## src/rtl/max_pool_2x2.sv

```systemverilog
// 2x2 stride-2 signed max pool over a raster-ordered IN_W x IN_W stream.
// Horizontal pairs are reduced in a single holding register. Even-row pair
// maxima are parked in a half-width line buffer, and each odd-row pair is
// combined with its parked partner to emit one pooled element.
module max_pool_2x2 #(
    parameter int IN_W   = 30,
    parameter int DATA_W = 22
) (
    input  logic                     clk,
    input  logic                     rst,
    input  logic                     start_signal,
    input  logic                     conv_valid,
    input  logic signed [DATA_W-1:0] conv_in,
    output logic                     pool_valid,
    output logic signed [DATA_W-1:0] pool_out,
    output logic                     pool_last,
    output logic                     frame_done
);

    localparam int              CW   = $clog2(IN_W);
    localparam int              HALF = IN_W / 2;
    localparam logic [CW-1:0]   LAST = CW'(IN_W - 1);

    typedef enum logic [1:0] {IDLE, RUN, DONE} state_t;

    state_t                    r_state, w_next;
    logic [CW-1:0]             r_col, r_row;
    logic signed [DATA_W-1:0]  r_pair;
    logic signed [DATA_W-1:0]  r_lbuf [HALF];
    logic signed [DATA_W-1:0]  r_pool_out;
    logic                      r_pool_valid, r_pool_last;

    logic                      w_accept, w_col_last, w_row_last, w_frame_end, w_emit;
    logic [CW-2:0]             w_lidx;
    logic signed [DATA_W-1:0]  w_pmax, w_lbuf_rd, w_omax;

    // An element in the start_signal cycle belongs to no frame and is dropped.
    assign w_accept    = conv_valid && (r_state == RUN) && !start_signal;
    assign w_col_last  = (r_col == LAST);
    assign w_row_last  = (r_row == LAST);
    assign w_frame_end = w_accept && w_col_last && w_row_last;
    assign w_emit      = w_accept && r_row[0] && r_col[0];
    assign w_lidx      = r_col[CW-1:1];
    assign w_lbuf_rd   = r_lbuf[w_lidx];
    assign w_pmax      = (r_pair > conv_in) ? r_pair : conv_in;
    assign w_omax      = (w_pmax > w_lbuf_rd) ? w_pmax : w_lbuf_rd;

    // State register.
    always_ff @(posedge clk or negedge rst) begin
        if (!rst) r_state <= IDLE;
        else      r_state <= w_next;
    end

    // Next state: start restarts from anywhere; the last accepted element ends the frame.
    always_comb begin
        w_next = r_state;
        if (start_signal)
            w_next = RUN;
        else if (r_state == RUN && w_frame_end)
            w_next = DONE;
    end

    // Column/row position of the next element to be accepted.
    always_ff @(posedge clk or negedge rst) begin
        if (!rst) begin
            r_col <= '0;
            r_row <= '0;
        end else if (start_signal) begin
            r_col <= '0;
            r_row <= '0;
        end else if (w_accept) begin
            if (w_col_last) begin
                r_col <= '0;
                r_row <= w_row_last ? '0 : r_row + 1'b1;
            end else begin
                r_col <= r_col + 1'b1;
            end
        end
    end

    // Hold the even-column element until its odd-column partner arrives.
    always_ff @(posedge clk or negedge rst) begin
        if (!rst)
            r_pair <= '0;
        else if (start_signal)
            r_pair <= '0;
        else if (w_accept && !r_col[0])
            r_pair <= conv_in;
    end

    // Park even-row pair maxima; every entry is rewritten before the odd row reads it.
    always_ff @(posedge clk) begin
        if (w_accept && !r_row[0] && r_col[0])
            r_lbuf[w_lidx] <= w_pmax;
    end

    // Register the pooled result one cycle after its closing element; data holds otherwise.
    always_ff @(posedge clk or negedge rst) begin
        if (!rst) begin
            r_pool_valid <= 1'b0;
            r_pool_last  <= 1'b0;
            r_pool_out   <= '0;
        end else begin
            r_pool_valid <= w_emit;
            r_pool_last  <= w_emit && w_frame_end;
            if (w_emit)
                r_pool_out <= w_omax;
        end
    end

    assign pool_valid = r_pool_valid;
    assign pool_last  = r_pool_last;
    assign pool_out   = r_pool_out;
    // DONE is entered on the same edge that raises pool_last.
    assign frame_done = (r_state == DONE);

endmodule

```

## config.mk

```make
export PLATFORM = sky130hd
export DESIGN_NAME = max_pool_2x2
export DESIGN_NICKNAME = d
export VERILOG_FILES = /design/src/rtl/max_pool_2x2.sv
export SDC_FILE = /design/constraint.sdc
export NUM_CORES = 1
export LEC_CHECK = 0
export CAP_MARGIN = 20
export CORE_MARGIN = 2
export CORE_UTILIZATION = 55
export DETAILED_ROUTE_END_ITERATION = 6
export HOLD_SLACK_MARGIN = 0.1
export PLACE_DENSITY = 0.77
export SKIP_CTS_REPAIR_TIMING = 1
export SYNTH_ARGS = -nofsm -noshare
export SYNTH_HDL_FRONTEND = slang
export SYNTH_SLANG_ARGS = --single-unit
```

## constraint.sdc

```tcl
create_clock -name clk -period 8.1 [get_ports clk]
set_input_delay 0.81 -clock clk [delete_from_list [all_inputs] [get_ports clk]]
set_output_delay 0.81 -clock clk [all_outputs]
set_load 0.02 [all_outputs]
```

==> run_results.csv <==
group,metric,value,unit
detailed_routing,drcViolationCount,0,
timing,fin_crit,5.96,ns
synthesis,yosysWarnings,0,
setup_path,critPathMaxFanout,22,
setup_path,r2r_start,"r_pair[17]",
outcome,status,"completed",
timing,fin_worst_skew,0.0127,ns
layout,stdcell_area,0.0189,mm²
clocking,clk_latency,0.52,ns
global_routing,antenna_found_initial,0,
pwr,p_leak,0.00664,µW
timing,tightestPinTransition,1.07,ns
setup_path,cp.arrival,6.42,ns
layout,final_common_cell,"edfxtp_1",
global_routing,grt_max_degree,82,
synthesis,synth_cell_type_count,39,
setup_path,crit_buf_inv,3,
global_routing,grt_pass1_vias,9341,
pwr,ir_drop,0.000150,V
timing,rsz0062_at_grt,"no",
global_routing,track_usage,0.244,
detailed_routing,drt-vias-per-instance,6.26,
clocking,cts_tree,"done",
setup_path,crit_family,"compound AO/OA/AOI/OAI gates",
setup_path,worstSetupStartpoint,"conv_in[15]",
synthesis,ys_seq_area_frac,0.684,
placed_design,gp_congestion,0.814,
timing,max_freq,168,MHz
timing,finalSetupViolCount,0,
global_routing,grt_pass1_wl,56000,µm
detailed_routing,dr_total_vias,9164,
floorplan,dieArea,0.0316,mm²
layout,fin_util,0.637,
layout,fillers,1993,
detailed_routing,wirelength,36900,µm
placed_design,place_hpwl,21700,µm
setup_path,worstPathCellList,"clkdlybuf4s50_1 -> inv_1 -> ha_1 -> a21oi_1 -> nor3_1 -> a2111oi_1 -> a31oi_1 -> o21ai_2 -> buf_4 -> mux2_4 -> ha_1 -> and4_1 -> a221oi_1 -> o211ai_1 -> mux2i_2 -> nor2_2 -> a221o_1",
global_routing,use_met3,0.0551,
setup_path,start_kind,"input pin",
timing,max-slew-margin-rel,0.283,
setup_path,slowest_stage,"nor2_2",
floorplan,core,0.0297,mm²
setup_path,slowest_delay,0.82,ns
synthesis,syn-cell-area,0.0166,mm²
synthesis,syn-num-nets,1052,
clocking,path_clk_slew,0.06,ns
layout,multi_input_area,0.00490,mm²
setup_path,cp-end-kind,"flop",
timing,maxSlewViolCount,0,
clocking,clk_path_buf_depth,3,
synthesis,netlist_instances,978,
timing,hold_ws,0.450,ns
floorplan,initial_utilization,0.559,
clocking,cts_buffers,39,
timing,fin_setup_tns,0,ns
min_path,hold_class,"input pin to asynchronous set/reset pin",
placed_design,dpl-instance-area,0.0176,mm²
global_routing,grtUsageMet1,0.339,
timing,final.period_utilization,0.736,
detailed_routing,wl_per_cell,25.2,µm
timing,finalHoldViolCount,0,
layout,area_growth,13.9,%
floorplan,io_pins,51,
setup_path,rrSetupSlack,2.63,ns
pwr,total_power,4410,µW
synthesis,synth_seq_cells,388,
detailed_routing,ant_nets,0,
layout,nets,1121,
setup_path,path_common_cell,"ha_1",
clocking,htree_levels,2,
floorplan,die_h,178,µm
detailed_routing,initialDrtViolationCount,1058,
global_routing,globalRouteMet2Util,0.384,
layout,antenna_cells,0,
global_routing,overflow,0,
layout,layout_common_cells,"edfxtp_1, mux4_2, nand2_1",
setup_path,worst_ep_required_time,8.55,ns
placed_design,port-buffer-count,50,
clocking,root_buffer,"clkbuf_16",
run,maxCapViolCount,0,
setup_path,r2r_cells,15,
clocking,clock-sinks,388,
setup_path,r2r_end,"pool_out[20]",
setup_path,worstSetupPathType,"input pin to flop",
detailed_routing,drt-pass1-iter-count,5,
setup_path,cp.depth,17,
layout,seqCellArea,0.0114,mm²
floorplan,die_w,178,µm
synthesis,syn-mean-instance-area,17.0,µm²
setup_path,crit_end,"pool_out[20]",
pwr,p_per_area,233,mW/mm²
layout,drive_gt1_frac,0.206,
floorplan,row_count,63,
global_routing,grt_most_used_layer,"met2",
[Yosys cell counts, drive strengths merged]
library cell | count | share of area
a2111oi | 1 | 0.00060
a21boi | 2 | 0.00090
a21o | 1 | 0.00045
a21oi | 30 | 0.0090
a221o | 22 | 0.013
a221oi | 1 | 0.00053
a22oi | 1 | 0.00045
a2bb2oi | 1 | 0.00053
a31oi | 1 | 0.00038
and3 | 23 | 0.0087
and4 | 6 | 0.0032
buf | 16 | 0.0054
clkbuf | 32 | 0.0072
dfrtp | 58 | 0.087
edfxtp | 330 | 0.60
ha | 48 | 0.036
inv | 52 | 0.012
mux2 | 25 | 0.021
mux2i | 23 | 0.014
mux4 | 88 | 0.12
nand2 | 66 | 0.015
nand2b | 25 | 0.0094
nand3 | 12 | 0.0036
nand4 | 6 | 0.0026
nor2 | 30 | 0.0068
nor2b | 2 | 0.00075
nor3 | 14 | 0.0042
nor4 | 1 | 0.00075
o2111ai | 1 | 0.00053
o211ai | 1 | 0.00045
o21ai | 51 | 0.016
o21bai | 1 | 0.00045
o31ai | 4 | 0.0018
or3 | 3 | 0.0011
[metal layers]
layer	vias to the layer above	part of all wire	wire, µm
met4	0	0.030	1110
met2	469	0.48	17600
li1	3970	-	-
met3	76	0.10	3680
met5	-	0	0
met1	4649	0.39	14500
[layout make-up]
type	instances	area share
flip-flops and latches	388	0.601
multi-input cells	490	0.259
clock buffers	54	0.0594
repair buffers	76	0.0365
well taps	390	0.0258
inverters	52	0.0103
clock inverters	15	0.00820
[state kept, by name, indices dropped and copies added (netlist names)]
| signal | cells |
|---|---|
| r_row | 5 |
| r_pair | 22 |
| r_lbuf | 330 |
| r_col | 5 |
| pool_out | 22 |
| r_state | 2 |
| pool_last | 1 |
| pool_valid | 1 |
[power breakdown]
part	leakage, µW	switching, µW	internal [µW]
clock network	0.000633	726	1070
logic	0.00222	218	137
registers	0.00378	22.1	2240
total	0.00664	966	3440
[worst min-delay path by stage]
stage,depth (start not counted),endpoint,startpoint
final,2,r_row[2],rst
after CTS,2,r_row[2],rst
after floorplan,1,r_state[0],r_state[0]
after global routing,2,r_row[2],rst
after global placement,1,r_state[0],r_state[0]
after detailed placement,1,r_state[0],r_state[0]
[cells by family after synthesis]
| kind of cell | after synthesis | synth area share |
|---|---|---|
| adder cells (fa/ha/maj) | 48 | 0.0362 |
| multiplexers | 136 | 0.154 |
| buffers and inverters | 100 | 0.0244 |
| AND/OR/NAND/NOR | 188 | 0.0560 |
| AO/OA/AOI/OAI | 118 | 0.0450 |
| flip-flops | 388 | 0.684 |
[stage by stage]
step / setup WS, ns / std cells
6_report: 2.14 / 1465
5_1_grt: 1.78 / 1465
4_1_cts: 2.22 / 1465
3_5_place_dp: 1.69 / 1396
3_3_place_gp: 1.77 / 1396
2_1_floorplan: 3.40 / 978
Power figures use the tool's default switching activity.
